[config.mk]
export PLATFORM = sky130hd
export DESIGN_NAME = fft_stage_sequencer
export DESIGN_NICKNAME = d
export VERILOG_FILES = /design/src/rtl/fft_pkg.sv /design/src/rtl/fft_stage_sequencer.sv
export SDC_FILE = /design/constraint.sdc
export NUM_CORES = 1
export LEC_CHECK = 0
export ABC_AREA = 1
export CORE_AREA = 2 2 39 41
export CTS_BUF_LIST = sky130_fd_sc_hd__clkbuf_8
export CTS_CLUSTER_SIZE = 25
export DETAILED_ROUTE_END_ITERATION = 6
export DIE_AREA = 0 0 41 43
export GPL_TIMING_DRIVEN = 0
export PLACE_DENSITY = 0.77
export SKIP_LAST_GASP = 1
export SLEW_MARGIN = 20
export SYNTH_ARGS = -nofsm -noshare
export SYNTH_HDL_FRONTEND = slang
export SYNTH_SLANG_ARGS = --single-unit
[constraint.sdc]
create_clock -name clk -period 3.3 [get_ports clk]
set_clock_uncertainty 0.2 [all_clocks]
set_input_delay 0.825 -clock clk [delete_from_list [all_inputs] [get_ports clk]]
set_output_delay 0.825 -clock clk [all_outputs]
set_load 0.01 [all_outputs]
[src/rtl/fft_pkg.sv]
// fft_pkg: definitions shared by the FFT stage sequencer and the address generator.
//   - seq_state_t : sequencer state encoding (IDLE/RUN/DRAIN/FINISH)
//   - FFT_N_DEF / STAGE_COUNT_BW_DEF / PIPE_LATENCY_DEF : default sizing
//   - drain_len() : effective drain length, max(pipe_latency, 2)
package fft_pkg;

  localparam int FFT_N_DEF          = 10;
  localparam int STAGE_COUNT_BW_DEF = 4;
  localparam int PIPE_LATENCY_DEF   = 3;

  typedef enum logic [1:0] {
    ST_IDLE   = 2'd0,
    ST_RUN    = 2'd1,
    ST_DRAIN  = 2'd2,
    ST_FINISH = 2'd3
  } seq_state_t;

  // The generator's done is registered and only clears two cycles after run
  // falls, so the gap between stages can never be shorter than 2 cycles.
  function automatic int drain_len(input int pipe_latency);
    return (pipe_latency > 2) ? pipe_latency : 2;
  endfunction

endpackage

[src/rtl/fft_stage_sequencer.sv]
// fft_stage_sequencer: initiator side of the address generator run/done
// handshake. A start pulse in IDLE walks stageCount through 0..FFT_N-1; each
// stage raises run, waits for done, then holds run low for the drain length so
// the butterfly pipeline empties and the generator's stale done clears.
//
// Ports:
//   clk         in   clock
//   rst         in   synchronous active-high reset
//   start       in   begin transform (sampled only in IDLE)
//   done        in   stage done from the address generator (used only in RUN)
//   run         out  stage run request
//   stageCount  out  current stage index
//   stageLast   out  busy and stageCount == FFT_N-1
//   busy        out  transform in progress
//   complete    out  one-cycle pulse at transform end
//   cycleCount  out  busy cycles of the last finished transform
//                    (present only when FFT_SEQ_CYCLE_COUNT_EN is defined)
//
// Optional feature macro: FFT_SEQ_CYCLE_COUNT_EN
module fft_stage_sequencer
  import fft_pkg::*;
#(
  parameter int FFT_N          = FFT_N_DEF,
  parameter int STAGE_COUNT_BW = STAGE_COUNT_BW_DEF,
  parameter int PIPE_LATENCY   = PIPE_LATENCY_DEF
) (
  input  logic                      clk,
  input  logic                      rst,
  input  logic                      start,
  input  logic                      done,
  output logic                      run,
  output logic [STAGE_COUNT_BW-1:0] stageCount,
  output logic                      stageLast,
  output logic                      busy,
  output logic                      complete
`ifdef FFT_SEQ_CYCLE_COUNT_EN
  ,
  output logic [31:0]               cycleCount
`endif
);

  localparam int DRAIN_LEN = drain_len(PIPE_LATENCY);
  localparam int DRAIN_BW  = $clog2(DRAIN_LEN);
  localparam logic [DRAIN_BW-1:0]       DRAIN_LOAD = DRAIN_BW'(DRAIN_LEN - 1);
  localparam logic [STAGE_COUNT_BW-1:0] LAST_STAGE = STAGE_COUNT_BW'(FFT_N - 1);

  seq_state_t                r_state;
  seq_state_t                w_state_next;
  logic [DRAIN_BW-1:0]       r_drain_cnt;
  logic [DRAIN_BW-1:0]       w_drain_next;
  logic [STAGE_COUNT_BW-1:0] r_stage;
  logic [STAGE_COUNT_BW-1:0] w_stage_next;

  always_comb begin
    w_state_next = r_state;
    w_drain_next = r_drain_cnt;
    w_stage_next = r_stage;
    case (r_state)
      ST_IDLE: begin
        if (start) begin
          w_state_next = ST_RUN;
          w_stage_next = '0;
        end
      end
      ST_RUN: begin
        if (done) begin
          w_state_next = ST_DRAIN;
          w_drain_next = DRAIN_LOAD;
        end
      end
      ST_DRAIN: begin
        if (r_drain_cnt == '0) begin
          if (r_stage == LAST_STAGE) begin
            // stageCount is already back at 0 during the complete cycle.
            w_state_next = ST_FINISH;
            w_stage_next = '0;
          end else begin
            w_state_next = ST_RUN;
            w_stage_next = r_stage + STAGE_COUNT_BW'(1);
          end
        end else begin
          w_drain_next = r_drain_cnt - DRAIN_BW'(1);
        end
      end
      ST_FINISH: begin
        w_state_next = ST_IDLE;
      end
      default: begin
        w_state_next = ST_IDLE;
      end
    endcase
  end

  always_ff @(posedge clk) begin
    if (rst) begin
      r_state     <= ST_IDLE;
      r_drain_cnt <= '0;
      r_stage     <= '0;
    end else begin
      r_state     <= w_state_next;
      r_drain_cnt <= w_drain_next;
      r_stage     <= w_stage_next;
    end
  end

  // All outputs decode directly from registered state, so reset forces them
  // to their idle values on the very next edge.
  assign run        = (r_state == ST_RUN);
  assign busy       = (r_state == ST_RUN) || (r_state == ST_DRAIN);
  assign complete   = (r_state == ST_FINISH);
  assign stageCount = r_stage;
  assign stageLast  = busy && (r_stage == LAST_STAGE);

`ifdef FFT_SEQ_CYCLE_COUNT_EN
  logic [31:0] r_cyc_cnt;
  logic [31:0] r_cyc_out;

  // The running count has absorbed every busy cycle by the FINISH cycle, so
  // it is published from FINISH and shows up on the following cycle.
  always_ff @(posedge clk) begin
    if (rst) begin
      r_cyc_cnt <= '0;
      r_cyc_out <= '0;
    end else begin
      if ((r_state == ST_IDLE) && start) begin
        r_cyc_cnt <= '0;
      end else if (busy && (r_cyc_cnt != 32'hFFFF_FFFF)) begin
        r_cyc_cnt <= r_cyc_cnt + 32'd1;
      end
      if (r_state == ST_FINISH) begin
        r_cyc_out <= r_cyc_cnt;
      end
    end
  end

  assign cycleCount = r_cyc_out;
`endif

endmodule

---- After elaboration in Yosys (flattened, before gate mapping) ----
Cells that the tools add are included.
cells by class
  $add $sub $neg .......................... 2
  reduce and logical (&&, ||, !) cells .... 9
  equality and inequality tests ........... 8
  muxes and demuxes ....................... 11
operator list
  cell                 number
  $mux 4               3
  $mux 2               5
  $reduce_and 3->1     3
  $ne 2x2->1 const B   4
  $pmux 2 s4           1
  $pmux 4 s2           1
  $add 4x1->4 const B  1
  $eq 2x2->1 const B   2
  $eq 4x4->1 const B   1
  $logic_not 2->1      2
  $pmux 2 s2           1
  $reduce_bool 2->1    2
  $eq 2x1->1 const B   1
  $sub 2x1->2 const B  1
  $logic_and 1x1->1    1
  $logic_or 1x1->1     1
storage, ports and cells
  output and inout bits ................... 8
  bits in registers ....................... 8
  input bits .............................. 4

---- Logic depth before layout (Yosys ltp) ----
Gate-level depths: netlist of the first run.
  depth after elaboration ................. 4
  mapped depth ............................ 10
  mapped depth without buffers ............ 10

---- Worst setup path before layout of the first run ----
Ideal clock, no wire load.
  kind .................................... register to output
  start point ............................. register r_state[0]
  end point ............................... output port stageLast
  stages on the path, launching flop included .. 5
  path buffers ............................ 0
  data required time ...................... 2275 ps
  arrival time ............................ 984 ps
  slack ................................... 1291 ps
  path through ............................ dfxtp_1 > inv_1 > ha_1 > inv_1 > nor2_1
between the ends
  longest elaborated chain between the ends .. 3
  elaborated cells between the ends (all ways) .. 4
RTL lines
  what                                             RTL line                    RTL
  start, declared                                  fft_stage_sequencer.sv:47   seq_state_t r_state;
  start signal, assigned                           fft_stage_sequencer.sv:100  r_state <= w_state_next;
  $eq 2x1->1 / $eq 2x2->1 (equally long branches)  fft_stage_sequencer.sv:109  assign busy = (r_state == ST_RUN) || (r_state == ST_DRAIN);
  $logic_or 1x1->1 *                               fft_stage_sequencer.sv:109
  net busy                                         fft_stage_sequencer.sv:34   output logic busy,
  $logic_and 1x1->1 *                              fft_stage_sequencer.sv:112  assign stageLast = busy && (r_stage == LAST_STAGE);
  end, declared                                    fft_stage_sequencer.sv:33   output logic stageLast,
Mark *: on every way through the listed nets, which the timed path passes. The rest lies on a longest branch.

---- Worst setup path after layout of the first run ----
  start point ............................. register r_state[0]
  end point ............................... output port stageLast
between the ends
  longest elaborated chain between the ends .. 3
  elaborated cells between the ends (all ways) .. 4
RTL lines
  what                                             RTL line
  $eq 2x1->1 / $eq 2x2->1 (equally long branches)  fft_stage_sequencer.sv:109
  $logic_or 1x1->1 *                               fft_stage_sequencer.sv:109
  $logic_and 1x1->1 *                              fft_stage_sequencer.sv:112
Mark *: on every way between the ends. The rest lies on a longest branch, timed or not.

==> results of run 1 <==
## worst max-delay path: stages, from the launching register on
cell,delay (ns)
sky130_fd_sc_hd__dfxtp_1,0.39
sky130_fd_sc_hd__inv_1,0.09
sky130_fd_sc_hd__ha_1,0.30
sky130_fd_sc_hd__inv_1,0.04
sky130_fd_sc_hd__nor2_1,0.09
sky130_fd_sc_hd__clkdlybuf4s50_1,0.54
## stage by stage
stage	total power [mW]	hold slack, ns	utilization [%]	setup WS (ns)
after floorplan	0.404	0.233	-	1.29
after global placement	0.474	0.244	51.8	0.863
after detailed placement	0.483	0.255	51.8	0.846
after CTS	0.603	0.261	54.8	0.594
after global routing	0.651	0.286	54.8	0.491
final	0.592	0.252	54.8	0.604
## logic make-up after synthesis
kind of cell	after synthesis	share of synthesized area [%]
buffers and inverters	17	12.2
and+or+nand+nor	45	42.2
adders and majority gates	5	10.7
DFF	8	27.3
AOI/OAI and AO/OA	9	7.68
## final timing paths
kind | from | end | slack, ns | cells past startpoint
hold / removal | r_drain_cnt[1] | r_drain_cnt[1] | 0.25 | 2
hold reg to reg | r_drain_cnt[1] | r_drain_cnt[1] | 0.25 | 2
setup reg to reg | r_state[0] | stageCount[3] | 1.69 | 9
setup / recovery | r_state[0] | stageLast | 0.60 | 5
## state kept, by name, indices dropped and copies added (netlist names)
| signal | cells |
|---|---|
| r_drain_cnt | 2 |
| r_state | 2 |
| stageCount | 4 |
## power by group
group          switching (mW)  leakage, nW  internal, mW
Sequential             0.0165       0.0652         0.121
Combinational           0.198        0.253         0.142
Clock                  0.0359       0.0216        0.0788
Total                   0.250        0.339         0.342
## layout by cell type (no fill, tap or decap), drive strengths merged
| cell type | n |
|---|---|
| clkbuf | 3 |
| nor2 | 11 |
| clkdlybuf4s50 | 11 |
| o21ai | 3 |
| a21oi | 6 |
| nand4 | 1 |
| ha | 5 |
| dfxtp | 8 |
| buf | 1 |
| clkinv | 1 |
| nand2 | 26 |
| nand3 | 6 |
| inv | 15 |
| nor3 | 1 |
## cell type report
| type | instances | share of cell area, % |
|---|---|---|
| Multi-Input combinational cell | 59 | 46.9 |
| Inverter | 16 | 7.92 |
| Sequential cell | 8 | 21.1 |
| Clock buffer | 3 | 5.45 |
| Tap cell | 16 | 2.64 |
| Timing Repair Buffer | 11 | 14.5 |
| Buffer | 1 | 1.49 |
## routing by layer
metal	part of all wire (%)	GRT usage, %
met1	49	21.4
met2	45	20.9
met3	4.5	1.57
met4	1.3	8.00
met5	0	0
==> out/qor.tcl, run 1 <==
set qor(vias_in_the_first_global_route) 455
set qor(post-route-period-util_pct) 81.7
set qor(required_time_worst_endpoint_ns) 2.27
set qor(die_area_um2) 1760
set qor(insertedDiodeCount) 0
set qor(num_io_pins) 12
set qor(die_y_um) 43
set qor(fp-row-count) 14
set qor(grt.overflow.total) 0
set qor(final_hold_viol_count) 0
set qor(tritoncts) {built}
set qor(max_freq_ghz) 0.371
set qor(maximum_number_of_pins_on_one_net_before_global_route_repair) 10
set qor(synthesis.instances) 84
set qor(ys_seq_elements) 8
set qor(power.density_cell_area_nw_per_um2) 781
set qor(vias_per_cell) 4.53
set qor(cellLeakagePower_nw) 0.339
set qor(layout-area-overhead-vs-synth_pct) 29.2
set qor(rsz0062_at_grt) {no}
set qor(yosysTopAreaCellShare_pct) 27.3
set qor(clock_tree.root_cell) {sky130_fd_sc_hd__clkbuf_8}
set qor(cts_hold_buf) 0
set qor(finalSetupViolCount) 0
set qor(wl_mm) 1.06
set qor(post_route_cells_drive_above_1_share_pct) 14.3
set qor(async_reset_ff_share_pct) 0
set qor(netlist_top_cells_area) {sky130_fd_sc_hd__dfxtp_1 27%, sky130_fd_sc_hd__nand2_1 15%, sky130_fd_sc_hd__ha_1 11%}
set qor(routed-via-count) 516
set qor(postLayoutCellArea_um2) 758
set qor(globalRouteTotalUtil_pct) 14.9
set qor(area_of_the_multi_input_gates_um2) 355
set qor(tns_ns) 0
set qor(clkSlewWorstSetupHoldPaths_ns) 0.04
set qor(netlist.top_cell.by_area) {sky130_fd_sc_hd__dfxtp_1}
set qor(count_of_final_max_slew_check_failures) 0
set qor(quantity_of_gates_resized_following_cts) 0
set qor(critical_path.max_fanout) 5
set qor(crit_arrival_ns) 1.67
set qor(gp_congestion) 0.737
set qor(yosys_most_used_dff) {sky130_fd_sc_hd__dfxtp_1}
set qor(clock_sink_count) 8
set qor(antenna_found_initial) 0
set qor(grt_first_pass_wirelength_mm) 1.82
set qor(timing.setup.critical_path_class) {reg -> out}
set qor(syn-num-nets) 93
set qor(layout.nets) 109
set qor(worstMarginPinSlew_ns) 0.221
set qor(clock_path_buffers) 2
set qor(fillerInstances) 144
set qor(max-vdd-ir-drop_uv) 414
set qor(mappedNetlistArea_um2) 587
set qor(crit_path_end_kind) {output pin}
set qor(dp_hpwl_um) 844
set qor(drt_first_pass_iters) 4
set qor(netlist_top_cells_count) {23 x sky130_fd_sc_hd__nand2_1, 13 x sky130_fd_sc_hd__inv_1, 8 x sky130_fd_sc_hd__dfxtp_1}
set qor(core_um2) 1380
set qor(post_drt_wl_per_cell_um) 9.32
set qor(cts_made_buffers) 3
set qor(post-synth-top-count-cell) {sky130_fd_sc_hd__nand2_1}
set qor(hold_class) {reg -> reg}
set qor(antenna_violating_nets_post_route) 0
set qor(initial_core_util_pct) 42.4
set qor(postcts_setup_bufs) 0
set qor(outcome) {complete, no violations}
set qor(synth_enable_flop_cells) 0
set qor(yosys_warnings) 0
set qor(clk-insertion-delay-late_ns) 0.23
set qor(drv_cap) 0
set qor(fin_cells) 114
set qor(seq_area_frac_synth_pct) 27.3
set qor(post_synth_num_cell_types) 18
set qor(avgSynthCellArea_um2) 6.99
set qor(die_width_um) 41
set qor(number_of_drc_violations_after_detailed_routing) 0
set qor(cts_max_level) 1
set qor(final_period_minus_worst_setup_slack_ns) 2.70
set qor(drt_first_iter_violations) 12
set qor(timing.slew.headroom_pct) 85.2
set qor(placed_cell_area_um2) 717
set qor(portBuffers) 11
set qor(numPlacedInstances) 111
set qor(seq_area_um2) 160
set qor(start_kind) {flop}
No activity file was read; power rests on OpenSTA's default activity.
==> inputs of run 2 (changes only) <==
- clock period: 3.3 -> 2.6 ns (I/O delays scaled with it)
==> run 2 against run 1 <==
Effect of this change: critical path depth unchanged; register-to-register slack lost 0.65 ns; clock-buffer cell count is the same; sequential share of layout area up 0.13 points; design area rose by 0.16%.
==> out/qor.tcl, run 2 (same netlist as run 1, synthesis figures left out) <==
set qor(outcome) {complete, no violations}
set qor(reg2reg_to) {stageCount[3]}
set qor(vias_in_the_first_global_route) 455 ;# unchanged
set qor(hold_class) {reg -> reg}
set qor(wl_mm) 1.07 ;# +0.85%
set qor(number_of_drc_violations_after_detailed_routing) 0 ;# unchanged
set qor(drt_first_iter_violations) 9 ;# -3
set qor(cellLeakagePower_nw) 0.340 ;# about the same
set qor(max_freq_ghz) 0.403
set qor(tritoncts) {built}
set qor(clock_sink_count) 8 ;# unchanged
set qor(max-vdd-ir-drop_uv) 525 ;# +27%
set qor(clk-insertion-delay-late_ns) 0.23 ;# about the same
set qor(drv_cap) 0 ;# unchanged
set qor(num_io_pins) 12 ;# unchanged
set qor(layout.cells.most_common) {sky130_fd_sc_hd__nand2_1}
set qor(final_hold_viol_count) 0 ;# unchanged
set qor(drt_first_pass_iters) 4 ;# unchanged
set qor(layout.nets) 109 ;# unchanged
set qor(routed-via-count) 518 ;# +0.39%
set qor(rsz0062_at_grt) {no}
set qor(path_common_cell) {sky130_fd_sc_hd__inv_1}
set qor(final_period_minus_worst_setup_slack_ns) 2.48
set qor(die_area_um2) 1760 ;# unchanged
set qor(fin_cells) 114 ;# unchanged
set qor(count_of_final_max_slew_check_failures) 0 ;# unchanged
set qor(crit_arrival_ns) 1.63 ;# -0.04 ns
set qor(clock_path_buffers) 2 ;# unchanged
set qor(cts_made_buffers) 3 ;# unchanged
set qor(timing.reg2reg.setup_slack_ns) 1.04 ;# -0.65 ns
set qor(numPlacedInstances) 111 ;# unchanged
set qor(power.density_cell_area_nw_per_um2) 993 ;# +27%
set qor(timing.setup.critical_path_class) {reg -> out}
set qor(insertedDiodeCount) 0 ;# unchanged
set qor(mostFrequentLayoutCells) {23 x sky130_fd_sc_hd__nand2_1, 13 x sky130_fd_sc_hd__inv_1, 11 x sky130_fd_sc_hd__clkdlybuf4s50_1, 7 x sky130_fd_sc_hd__dfxtp_1}
set qor(gp_congestion) 0.737 ;# unchanged
set qor(cts_hold_buf) 0 ;# unchanged
set qor(crit_path_end_kind) {output pin}
set qor(grt_first_pass_wirelength_mm) 1.82 ;# unchanged
set qor(number_of_cells_on_the_critical_path) 5 ;# unchanged
set qor(endpoint) {stageLast}
set qor(timing.critical_path.from) {r_state[1]}
set qor(start_kind) {flop}
set qor(critical_path.reg2reg.startpoint) {r_state[0]}
set qor(dp_hpwl_um) 844 ;# unchanged
set qor(maximum_number_of_pins_on_one_net_before_global_route_repair) 10 ;# unchanged
set qor(reg2regPathDepth) 9 ;# unchanged
set qor(critical_path.max_fanout) 4 ;# -1
set qor(cp_slowest_cell) {sky130_fd_sc_hd__clkdlybuf4s50_1}
set qor(largest_register_ff_count) 4 ;# unchanged
set qor(cell_family_contributing_the_most_delay_on_the_critical_path) {buffers and inverters}
set qor(post_drt_wl_per_cell_um) 9.40 ;# +0.85%
set qor(timing.critical_path.cells) {inv_1, ha_1, inv_1, nor2_1, clkdlybuf4s50_1}
set qor(antenna_violating_nets_post_route) 0 ;# unchanged
set qor(die_width_um) 41 ;# unchanged
set qor(required_time_worst_endpoint_ns) 1.75 ;# -0.52 ns
set qor(clock_tree.root_cell) {sky130_fd_sc_hd__clkbuf_8}
set qor(core_um2) 1380 ;# unchanged
set qor(initial_core_util_pct) 42.4 ;# unchanged
set qor(layout-area-overhead-vs-synth_pct) 29.4
set qor(worst-path-buf-inv) 3 ;# unchanged
set qor(post-route-period-util_pct) 95.4
set qor(globalRouteTotalUtil_pct) 14.9 ;# unchanged
set qor(post_route_cells_drive_above_1_share_pct) 15.3 ;# +1.0 points
set qor(clkSlewWorstSetupHoldPaths_ns) 0.04 ;# about the same
set qor(fp-row-count) 14 ;# unchanged
set qor(timing.slew.headroom_pct) 85.2 ;# unchanged
set qor(portBuffers) 11 ;# unchanged
set qor(finalSetupViolCount) 0 ;# unchanged
set qor(cts_max_level) 1 ;# unchanged
set qor(worstMarginPinSlew_ns) 0.221 ;# unchanged
set qor(grt.overflow.total) 0 ;# unchanged
set qor(tns_ns) 0 ;# unchanged
set qor(die_y_um) 43 ;# unchanged
set qor(hold-path-cell-count) 2 ;# unchanged
set qor(slowest_delay_ns) 0.54 ;# about the same
set qor(antenna_found_initial) 0 ;# unchanged
set qor(vias_per_cell) 4.54 ;# +0.39%
==> run 2: changes by cell type in the layout (fill, tap and decap cells not counted) <==
cell	delta
sky130_fd_sc_hd__dfxtp_1	-1
sky130_fd_sc_hd__dfxtp_2	+1
==> run 2: power by group <==
part	switching (mW)	total [mW]	internal, mW
combinational	0.252	0.432	0.180
clock	0.0456	0.146	0.100
sequential	0.0211	0.176	0.155
total	0.318	0.754	0.435
==> run 2: metrics by stage <==
stage | hold slack [ns] | utilization [%] | power [mW] | setup slack, ns | cell area, µm²
floorplan | 0.233 | - | 0.513 | 0.766 | 587
global placement | 0.244 | 51.8 | 0.601 | 0.338 | 717
detailed placement | 0.255 | 51.8 | 0.614 | 0.321 | 717
CTS | 0.261 | 54.8 | 0.766 | 0.0693 | 758
global route | 0.286 | 54.9 | 0.827 | 0.0161 | 759
finish | 0.252 | 54.9 | 0.754 | 0.119 | 759
==> run 2: timing repair <==
item / CTS / global route
buffers inserted: 0 / 0
resized for setup: 0 / 1
setup endpoints to repair: 0 / 1
==> run 2: area by class of cell <==
class                      count  area [µm²]
inverter                      16        60.1
multi-input combinational     59         355
sequential                     8         161
fill                         145         624
timing repair buffer          11         110
clock buffer                   3        41.3
tap                           16        20.0
buffer                         1        11.3
==> run 2: metal layers <==
layer / GRT usage (%) / wire length, µm / vias up
met5: 0 / 0 / -
met4: 8.00 / 14 / 0
met3: 1.57 / 48 / 2
met2: 20.9 / 491 / 12
met1: 21.4 / 517 / 218
li1: - / - / 286
==> run 2: worst min-delay path, delay by kind of cell (launching register included) <==
kind                   cells  cell delay, ns
DFF                        1            0.29
buffers and inverters      1            0.06
AOI/OAI and AO/OA          1            0.05
==> run 2: how the worst min path moves through the flow <==
stage,from,to,slack [ns]
CTS,r_drain_cnt[1],r_drain_cnt[1],0.26
finish,r_drain_cnt[1],r_drain_cnt[1],0.25
detailed placement,r_drain_cnt[1],r_drain_cnt[1],0.25
global route,r_drain_cnt[1],r_drain_cnt[1],0.29
floorplan,r_drain_cnt[1],r_drain_cnt[1],0.23
global placement,r_drain_cnt[1],r_drain_cnt[1],0.24
==> inputs of run 3 (changes only) <==
- CORE_AREA: 2 2 39 41 -> default
- CORE_MARGIN: default -> 2
- CORE_UTILIZATION: default -> 30
- DIE_AREA: 0 0 41 43 -> default
- GPL_TIMING_DRIVEN: 0 -> default
- PLACE_DENSITY: 0.77 -> 0.58
==> run 3 against run 2 <==
Effect of this change: combinational power fell by 2%; global-route usage fell by 3.5 points; sequential power barely moved; design area did not move; total power fell by 0.87%; clock-buffer cell count did not move; fmax rose by 0.15%; final cell count rose by 7.0%; worst hold slack improved by 0.0055 ns; die area rose by 32%; highest routed layer unchanged.
==> out/qor.tcl, run 3 (same netlist as run 1, synthesis figures left out) <==
set qor(post_drt_wl_per_cell_um) 8.75 ;# -7.0%
set qor(fillerInstances) 182 ;# +26%
set qor(antenna_found_initial) 0 ;# unchanged
set qor(grt_first_pass_wirelength_mm) 1.88 ;# +3.0%
set qor(area_of_the_multi_input_gates_um2) 355 ;# unchanged
set qor(gp_congestion) 0.794 ;# +7.8%
set qor(postcts_setup_bufs) 0 ;# unchanged
set qor(post_route_cells_drive_above_1_share_pct) 14.4 ;# -0.87 points
set qor(max-vdd-ir-drop_uv) 502 ;# -4.4%
set qor(timing.setup.critical_path_class) {reg -> out}
set qor(final_period_minus_worst_setup_slack_ns) 2.48 ;# -0.00364 ns
set qor(die_y_um) 48.2 ;# +12%
set qor(core_um2) 1780 ;# +29%
set qor(layout-area-overhead-vs-synth_pct) 29.4 ;# unchanged
set qor(maximum_number_of_pins_on_one_net_before_global_route_repair) 10 ;# unchanged
set qor(hold_class) {reg -> reg}
set qor(clock_path_buffers) 2 ;# unchanged
set qor(mostFrequentLayoutCells) {23 x sky130_fd_sc_hd__nand2_1, 13 x sky130_fd_sc_hd__inv_1, 11 x sky130_fd_sc_hd__clkdlybuf4s50_1, 7 x sky130_fd_sc_hd__dfxtp_1}
set qor(count_of_final_max_slew_check_failures) 0 ;# unchanged
set qor(die_area_um2) 2330 ;# +32%
set qor(clkSlewWorstSetupHoldPaths_ns) 0.04 ;# about the same
set qor(dp_hpwl_um) 857 ;# +1.5%
set qor(clk-insertion-delay-late_ns) 0.23 ;# about the same
set qor(critical_path.max_fanout) 4 ;# unchanged
set qor(dp_slack_ns) 0.312 ;# -0.00832 ns
set qor(max_freq_ghz) 0.404 ;# +0.15%
set qor(drt_first_iter_violations) 5 ;# -4
set qor(drv_cap) 0 ;# unchanged
set qor(post-route-period-util_pct) 95.3 ;# -0.14 points
set qor(cts_hold_buf) 0 ;# unchanged
set qor(cts_made_buffers) 3 ;# unchanged
set qor(clock_sink_count) 8 ;# unchanged
set qor(routed-via-count) 511 ;# -1.4%
set qor(drt_first_pass_iters) 3 ;# -1
set qor(insertedDiodeCount) 0 ;# unchanged
set qor(numPlacedInstances) 119 ;# +7.2%
set qor(quantity_of_gates_resized_following_cts) 0 ;# unchanged
set qor(vias_per_cell) 4.19 ;# -7.8%
set qor(seq_area_um2) 161 ;# unchanged
set qor(rsz0062_at_grt) {no}
set qor(timing.slew.headroom_pct) 68.5 ;# -17 points
set qor(start_kind) {flop}
set qor(crit_path_end_kind) {output pin}
set qor(finalSetupViolCount) 0 ;# unchanged
set qor(antenna_violating_nets_post_route) 0 ;# unchanged
set qor(grt.overflow.total) 0 ;# unchanged
set qor(postLayoutCoreUtil_pct) 42.6 ;# -12 points
set qor(layout.cells.most_common) {sky130_fd_sc_hd__nand2_1}
set qor(die_width_um) 48.2 ;# +18%
set qor(largest_register_ff_count) 4 ;# unchanged
set qor(tritoncts) {built}
set qor(layout.nets) 108 ;# -0.92%
set qor(wl_mm) 1.07 ;# -0.47%
set qor(tns_ns) 0 ;# unchanged
set qor(globalRouteTotalUtil_pct) 11.4 ;# -3.5 points
set qor(vias_in_the_first_global_route) 451 ;# -0.88%
set qor(power_mw) 0.747 ;# -0.87%
set qor(worstMarginPinSlew_ns) 0.473 ;# +0.252 ns
set qor(postLayoutSetupSlackWorst_ns) 0.123 ;# +0.00364 ns
set qor(outcome) {complete, no violations}
set qor(final_hold_viol_count) 0 ;# unchanged
set qor(required_time_worst_endpoint_ns) 1.75 ;# about the same
set qor(power.density_cell_area_nw_per_um2) 984 ;# -0.87%
set qor(cellLeakagePower_nw) 0.334 ;# -1.8%
set qor(fp-row-count) 15 ;# +1
set qor(portBuffers) 11 ;# unchanged
set qor(number_of_drc_violations_after_detailed_routing) 0 ;# unchanged
set qor(fin_cells) 122 ;# +7.0%
set qor(initial_core_util_pct) 32.9 ;# -9.5 points
set qor(num_io_pins) 12 ;# unchanged
set qor(clock_tree.root_cell) {sky130_fd_sc_hd__clkbuf_8}
set qor(crit_arrival_ns) 1.63 ;# about the same
set qor(cts_max_level) 1 ;# unchanged
==> run 3: cell count changes in the layout (fill, tap and decap cells not counted), sizes merged <==
cell  before  now
buf        1    0
==> run 3: worst paths after layout <==
path                                      from              to  slack (ns)  cells past startpoint
worst max-delay path                r_state[1]       stageLast        0.12                      5
worst max register to register      r_state[0]   stageCount[1]        0.94                      8
worst min register to register  r_drain_cnt[1]  r_drain_cnt[1]        0.26                      2
worst min-delay path            r_drain_cnt[1]  r_drain_cnt[1]        0.26                      2
==> run 3: power breakdown <==
part / total [mW] / switching (mW) / internal [mW] / leakage, nW
sequential: 0.176 / 0.0207 / 0.155 / 0.0655
clock: 0.148 / 0.0480 / 0.100 / 0.0216
combinational: 0.423 / 0.250 / 0.173 / 0.246
==> run 3: critical path, stage by stage, from the launching register on <==
cell and delay, ns:
sky130_fd_sc_hd__dfxtp_1 0.34, sky130_fd_sc_hd__inv_1 0.09, sky130_fd_sc_hd__ha_1 0.30, sky130_fd_sc_hd__inv_1 0.04, sky130_fd_sc_hd__nor2_1 0.09, sky130_fd_sc_hd__clkdlybuf4s50_1 0.53
==> run 3: routing by layer <==
layer  GRT usage (%)  up-vias  part of all wire (%)
met5               0        -                     0
met4            4.86        0                   1.8
met3            1.85        2                   5.5
met2            17.6       12                    42
met1            15.6      213                    51
li1                -      284                     -
==> run 3: stage by stage <==
stage               hold slack [ns]  instance area [µm²]
finish                        0.258                  759
global route                  0.298                  759
floorplan                     0.233                  587
global placement              0.255                  717
CTS                           0.264                  758
detailed placement            0.259                  717
==> run 3: layout make-up <==
class	count	area share (%)
clock buffer	3	5.44
inverter	16	7.91
multi-input combinational	59	46.8
sequential	8	21.3
tap	25	4.12
timing repair buffer	11	14.5
